**config.mk**
```make
export PLATFORM = sky130hd
export DESIGN_NAME = pong_match_ctrl
export DESIGN_NICKNAME = d
export VERILOG_FILES = /design/src/rtl/pong_match_ctrl.sv
export SDC_FILE = /design/constraint.sdc
export NUM_CORES = 1
export LEC_CHECK = 0
export CAP_MARGIN = 20
export CORE_ASPECT_RATIO = 1.25
export CORE_MARGIN = 4
export CORE_UTILIZATION = 39
export CTS_BUF_LIST = sky130_fd_sc_hd__clkbuf_4
export DETAILED_ROUTE_END_ITERATION = 16
export GPL_ROUTABILITY_DRIVEN = 1
export PLACE_DENSITY = 0.67
export SYNTH_ARGS = -nofsm -noshare
export SYNTH_HDL_FRONTEND = slang
export SYNTH_SLANG_ARGS = --single-unit
```
**constraint.sdc**
```tcl
create_clock -name clk -period 1.7 [get_ports clk]
set_input_delay 0.255 -clock clk [delete_from_list [all_inputs] [get_ports clk]]
set_output_delay 0.255 -clock clk [all_outputs]
set_load 0.005 [all_outputs]
```
**src/rtl/pong_match_ctrl.sv**
```systemverilog
// Match-level sequencer for Pong: serve countdown, play, point pause and game over.
// Keeps both scores, chooses serve direction and gates the ball datapath.
module pong_match_ctrl #(
  parameter int WIN_SCORE   = 7,
  parameter int SERVE_TICKS = 60,
  parameter int POINT_TICKS = 90,
  parameter int SCORE_W     = 4,
  parameter int CNT_W       = 8
) (
  input  logic               clk,
  input  logic               reset,
  input  logic               tick,
  input  logic               start,
  input  logic               miss_left,
  input  logic               miss_right,
  output logic               ball_reset,
  output logic               ball_en,
  output logic               serve_dir,
  output logic [SCORE_W-1:0] score_1,
  output logic [SCORE_W-1:0] score_2,
  output logic [1:0]         winner,
  output logic [2:0]         state
);

  typedef enum logic [2:0] {
    S_IDLE      = 3'd0,
    S_SERVE     = 3'd1,
    S_PLAY      = 3'd2,
    S_POINT     = 3'd3,
    S_GAME_OVER = 3'd4
  } state_t;

  localparam logic [CNT_W-1:0]   CNT_ONE   = CNT_W'(1);
  localparam logic [CNT_W-1:0]   SERVE_CNT = CNT_W'(SERVE_TICKS);
  localparam logic [CNT_W-1:0]   POINT_CNT = CNT_W'(POINT_TICKS);
  localparam logic [SCORE_W-1:0] WIN_S     = SCORE_W'(WIN_SCORE);

  // Plain vector so the unused codes 5-7 are representable and recoverable.
  logic [2:0]         state_q, state_d;
  logic [CNT_W-1:0]   cnt_q, cnt_d;
  logic [SCORE_W-1:0] score_1_q, score_1_d;
  logic [SCORE_W-1:0] score_2_q, score_2_d;
  logic [1:0]         winner_q, winner_d;
  logic               dir_q, dir_d;
  logic               start_q;
  logic               start_rise;
  logic               ball_reset_q, ball_en_q;

  assign start_rise = start & ~start_q;

  // {ball_reset, ball_en} for a given state; undefined codes look like IDLE.
  function automatic logic [1:0] decode(input logic [2:0] s);
    case (s)
      S_PLAY:  decode = 2'b01;
      S_POINT: decode = 2'b00;
      default: decode = 2'b10;
    endcase
  endfunction

  always_comb begin
    state_d   = state_q;
    cnt_d     = cnt_q;
    score_1_d = score_1_q;
    score_2_d = score_2_q;
    winner_d  = winner_q;
    dir_d     = dir_q;
    case (state_q)
      S_IDLE, S_GAME_OVER: begin
        if (start_rise) begin
          score_1_d = '0;
          score_2_d = '0;
          winner_d  = 2'b00;
          dir_d     = 1'b0;
          cnt_d     = SERVE_CNT;
          state_d   = S_SERVE;
        end
      end
      S_SERVE: begin
        if (tick) begin
          cnt_d = cnt_q - CNT_ONE;
          if (cnt_q == CNT_ONE) state_d = S_PLAY;
        end
      end
      S_PLAY: begin
        // Leaving PLAY on the first miss cycle guarantees one point per rally.
        if (miss_left || miss_right) begin
          state_d = S_POINT;
          cnt_d   = POINT_CNT;
          if (miss_left && !miss_right) begin
            score_2_d = score_2_q + 1'b1;
            dir_d     = 1'b1;
          end else if (miss_right && !miss_left) begin
            score_1_d = score_1_q + 1'b1;
            dir_d     = 1'b0;
          end
        end
      end
      S_POINT: begin
        if (tick) begin
          cnt_d = cnt_q - CNT_ONE;
          if (cnt_q == CNT_ONE) begin
            if (score_1_q == WIN_S) begin
              winner_d = 2'b01;
              state_d  = S_GAME_OVER;
            end else if (score_2_q == WIN_S) begin
              winner_d = 2'b10;
              state_d  = S_GAME_OVER;
            end else begin
              cnt_d   = SERVE_CNT;
              state_d = S_SERVE;
            end
          end
        end
      end
      default: state_d = S_IDLE;
    endcase
  end

  always_ff @(posedge clk) begin
    if (reset) begin
      state_q      <= S_IDLE;
      cnt_q        <= '0;
      score_1_q    <= '0;
      score_2_q    <= '0;
      winner_q     <= 2'b00;
      dir_q        <= 1'b0;
      start_q      <= 1'b0;
      ball_reset_q <= 1'b1;
      ball_en_q    <= 1'b0;
    end else begin
      state_q      <= state_d;
      cnt_q        <= cnt_d;
      score_1_q    <= score_1_d;
      score_2_q    <= score_2_d;
      winner_q     <= winner_d;
      dir_q        <= dir_d;
      start_q      <= start;
      {ball_reset_q, ball_en_q} <= decode(state_d);
    end
  end

  assign state      = state_q;
  assign ball_reset = ball_reset_q;
  assign ball_en    = ball_en_q;
  assign serve_dir  = dir_q;
  assign score_1    = score_1_q;
  assign score_2    = score_2_q;
  assign winner     = winner_q;

endmodule

```
### Word level (Yosys, flattened, before mapping)

Index checks and enable logic that the tools add are counted.

| cells by class | value |
|---|---|
| order comparisons | 0 |
| div/mod/pow operators | 0 |
| eq/ne operators | 19 |
| multiplexer cells | 37 |
| add/subtract/negate cells | 3 |
| bitwise logic cells | 2 |
| shifts and indexed selects | 0 |
| reduce and logical (&&, ||, !) cells | 15 |
| $mul | 0 |

Operators with widths:

| operator | number |
|---|---|
| $mux 8 | 7 |
| $pmux 8 s4 | 1 |
| $mux 3 | 8 |
| $mux 4 | 6 |
| $ne 2x2->1 const B | 8 |
| $pmux 4 s2 | 2 |
| $reduce_and 5->1 | 3 |
| $eq 3x2->1 const B | 4 |
| $pmux 3 s4 | 1 |
| $mux 2 | 5 |
| $add 4x1->4 const B | 2 |
| $eq 4x3->1 const B | 2 |
| $eq 8x1->1 const B | 1 |
| $pmux 2 s2 | 2 |
| $reduce_and 4->1 | 2 |
| $sub 8x1->8 const B | 1 |
| $ne 3x3->1 const B | 2 |
| $mux 1 | 4 |
| $reduce_bool 2->1 | 2 |
| $reduce_bool 4->1 | 1 |
| $eq 3x1->1 const B | 1 |
| $eq 3x3->1 const B | 1 |
| $logic_not 3->1 | 1 |
| $logic_and 1x1->1 | 2 |
| 6 further kinds | 7 |

| word-level totals | value |
|---|---|
| bits in latches | 0 |
| memories | 0 |
| word-level logic and storage cells | 85 |
| memory bits (read-only) | 0 |
| flip-flop bits (word level) | 25 |
| bits in writable memories | 0 |

### Longest topological paths before layout

| logic depth | value |
|---|---|
| depth in word-level cells | 8 |
| depth in mapped cells | 7 |

### Least setup slack after synthesis

No wires, ideal clock.

| timing | value |
|---|---|
| path kind | reg2reg |
| start | register state_q[0], in the netlist state[0] |
| end | register cnt_q[7] |
| required time | 1630 ps |
| stages on the path, launching flop included | 7 |
| arrival | 1779 ps |
| setup time | 70 ps |
| setup slack | -149 ps |
| cell sequence | dfxtp_1 > buf_4 > nor2_1 > a32o_1 > a221o_1 > or4_1 > a21oi_1 |

| on the way | value |
|---|---|
| longest elaborated chain between the ends | 4 |

Ends and longest elaborated chain:

| what | line | RTL |
|---|---|---|
| start, declared | 39 | `logic [2:0] state_q, state_d;` |
| start signal, assigned | 131 | `state_q <= state_d;` |
| $eq 3x3->1 / $logic_not 3->1 (equally long branches) | 67 | `case (state_q)` |
| $reduce_or 2->1 | 67 |  |
| $reduce_bool 4->1 (no source line) / $ne 2x2->1 (equally long branches) | - |  |
| $reduce_and 5->1 (no source line) | - |  |
| end signal, assigned | 132 | `cnt_q <= cnt_d;` |
| end, declared | 40 | `logic [CNT_W-1:0] cnt_q, cnt_d;` |

Several ways; a longest one is shown, not always the timed one.
A chain may end at the register's enable or synchronous reset.

### Worst setup path after layout

| timing | value |
|---|---|
| start | register cnt_q[1] |
| end | register cnt_q[7] |

| on the way | value |
|---|---|
| longest elaborated chain between the ends | 6 |

Ends and longest elaborated chain:

| what | line | RTL |
|---|---|---|
| $sub 8x1->8 | 80, 100 |  |
| $mux 8 | 105 | `end else if (score_2_q == WIN_S) begin` |
| $mux 8 | 102 | `if (score_1_q == WIN_S) begin` |
| $mux 8 | 101 | `if (cnt_q == CNT_ONE) begin` |
| $mux 8 | 99 | `if (tick) begin` |
| $pmux 8 s4 * | 67 |  |

Every way passes the cells marked *; elsewhere a longest branch is shown, timed or not. The select of a mux whose other input is x is not followed.

==> impl_metrics.toml <==
[sta]
drv_slew = 0
hold_violations = 0
max_slew_margin = 0.7496
skew_ns = 0.008627
finalSetupViolations = 1
period_minus_slack_ns = 1.733
layout_setup_ws_ns = -0.03282
grt_setup_unrepaired = "yes"
period_share = 1.019
fmax_ghz = 0.5771
worst-slew-pin-transition_ns = 0.3739

[grt]
grt_use_total = 0.1892
grt_max_degree = 15
overflow = 0
grt_pass1_vias = 1549
antenna_found_initial = 0
grt_pass1_wl_um = 6630

[clocking]
cts_buffer_depth = 2
cts-buffers-inserted = 3
holdBufCountCts = 0
cts_max_level = 1
insertion_delay_ns = 0.32
tritoncts = "yes"
clockRootBuffer = "clkbuf_4"
cts_sinks = 25
clk_pin_slew_ns = 0.14

[yosys]
synth_simple_gate_area_frac = 0.2914
synth_cell_types = 42
synthFlopType = "dfxtp_1"
yosys.area_share.adder = 0.06335
yosys_register_bits = 25
synth_xor_area_frac = 0.05701
synthMuxAreaShare = 0.01448
synth_top_family_by_area = "simple AND/OR/NAND/NOR gates"
synthesis.area_um2 = 1383
syn_avg_cell_area_um2 = 8.038
synth_nets = 185
synth_compound_area_frac = 0.1629
async_flop_share = 0
synth_cells = 172
ys_warn_count = 0
yosysSeqAreaShare = 0.3620
synth-edff-count = 0

[floorplanning]
fp-row-count = 23
initial_core_util = 0.4178
ioPinCount = 22
dieHeight_um = 74.57
die_area_um2 = 4568
die_w_um = 61.26
core_um2 = 3309

[worst_hold_path]
holdPathEnd = "start_q"
holdPathStages = 2
hp-class = "input pin to register"
hp-start = "start"

[flow_run]
cap_violations = 0

[critical_path]
r2r_cells = 7
critPathMaxStageDelay_ns = 0.48
rr_endpoint = "cnt_q[7]"
critPathSlowestCell = "or4_4"
timing.rr.start = "cnt_q[1]"
crit_family = "simple AND/OR/NAND/NOR gates"
endpoint_kind = "register"
worstPathBufferInverterCount = 1
start_kind = "register"
required_ns = 1.96
r2r_slack_ns = -0.03
path_class = "register to register"
arrival_ns = 2.00
path_max_fanout = 2
cp_cell_sequence = "inv_2 > ha_4 > nor4b_4 > and2_4 > a31o_4 > or4_4 > a21oi_2"

[detailed_routing]
drt-pass1-iter-count = 4
via_count = 1478
drc = 0
drtIter0Drc = 71
avgRoutedWirePerCell_um = 14.94
postRouteAntennaNets = 0
wirelength_um = 4005
via_per_inst = 5.515

[run_status]
violations = "negative setup slack"
status = "complete, but fails checks"

[power_and_ir_drop]
netSwitchingPower_mw = 0.3934
switching_share = 0.3064
p_clk_frac = 0.211
p_leak_nw = 0.8492
power_frac_comb = 0.287
vdd_ir_drop_max_mv = 0.5536
power_density_nw_per_um2 = 609.8
power.internal_mw = 0.8906
p_seq_frac = 0.502
power_mw = 1.284

[cells_and_area]
fillers = 299
nets = 245
fin_util = 0.6363
final_cell_mix = "39 x buf_4, 25 x nor2_1, 16 x dfxtp_1, 16 x clkdlybuf4s50_1, 12 x nand2_1"
layout_commonest_cell = "buf_4"
syn2layout_area_growth_pct = 52.31
layout-drive-gt1-share = 0.3420
n_antenna_cell = 0

[placement]
routabilityCongestion = 0.8209
portBuffers = 21
dp_hpwl_um = 2975
==> kinds of logic after synthesis <==
group           Yosys count
fa+ha+maj                 7
compound gates           33
mux                       2
buf+inv                  17
simple gates             79
xor+xnor                  9
flops                    25
==> worst max path at each step <==
| stage | start | endpoint | slack, ns | cells after the start |
|---|---|---|---|---|
| 2_1_floorplan | score_1[0] | cnt_q[7] | 0.01 | 6 |
| 3_3_place_gp | miss_left | cnt_q[7] | -0.42 | 7 |
| 3_5_place_dp | miss_left | cnt_q[7] | -0.48 | 7 |
| 4_1_cts | state[1] | cnt_q[7] | -0.05 | 5 |
| 5_1_grt | cnt_q[1] | cnt_q[7] | -0.08 | 7 |
| 6_report | cnt_q[1] | cnt_q[7] | -0.03 | 7 |
==> power by group through the flow <==
| stage | clock network (mW) | logic [mW] | registers [mW] |
|---|---|---|---|
| 3_3_place_gp | 0 | 0.325 | 0.652 |
| 2_1_floorplan | 0 | 0.182 | 0.658 |
| 6_report | 0.271 | 0.369 | 0.644 |
| 3_5_place_dp | 0 | 0.338 | 0.655 |
| 4_1_cts | 0.277 | 0.343 | 0.642 |
| 5_1_grt | 0.306 | 0.408 | 0.648 |
==> final cells by class <==
class,count,area [µm²],share of cell area
flip-flops and latches,25,516.7,0.2454
repair buffers,62,530.5,0.2519
well taps,37,46.29,0.02198
multi-input cells,130,947.2,0.4498
clock buffers,3,22.52,0.01070
clock inverters,1,5.005,0.002377
inverters,10,37.54,0.01783
==> registers in the layout, summed over array words and instances (netlist names) <==
name        cells
start_q         1
cnt_q           8
score_2         4
score_1         4
state           3
ball_en         1
serve_dir       1
ball_reset      1
winner          2
==> Yosys cell counts (all sizes together) (2+ instances only) <==
cell    count  area share
inv        10       0.027
dfxtp      25        0.36
nor2b       3       0.014
and2        2      0.0090
mux2i       2       0.014
nand3b      3       0.016
a211oi      3       0.016
ha          7       0.063
o21ai       3       0.011
nor4        3       0.014
nand3       5       0.018
nor2       26       0.071
or4         2       0.011
or2         2      0.0090
a22oi       2       0.011
a21oi      10       0.036
a31oi       3       0.014
clkbuf      6       0.016
nor3b       5       0.031
a221oi      2       0.013
xnor2       8       0.051
nor3       10       0.036
nand2      12       0.033
==> stage by stage <==
stage                     hold WS [ns]  instance area, µm²  TNS [ns]  setup WS, ns  instances
after global placement          0.4783                1907    -4.934       -0.4176        257
after floorplan                 0.3832                1429         0       0.01390        172
after CTS                       0.3100                1978  -0.04603      -0.04603        264
final                           0.3175                2106  -0.03282      -0.03282        268
after detailed placement        0.4846                1907    -6.043       -0.4777        257
after global routing            0.3175                2106   -0.1673      -0.07668        268
==> routing by layer <==
layer	wire length [µm]	track usage	share of wire	vias to the layer above
met5	0	0	0	-
li1	-	-	-	729
met2	2209	0.3588	0.55	34
met1	1623	0.2103	0.41	709
met3	105	0.02257	0.026	6
met4	66	0.06265	0.016	0
==> repair_timing <==
action / CTS / global route
hold endpoints to repair: 0 / 0
buffers inserted: 3 / 4
pin swaps: 4 / 10
gates cloned: 0 / 0
resized for setup: 12 / 20
endpoints found under the setup margin: 14 / 12
(Power assumes the default switching activity.)
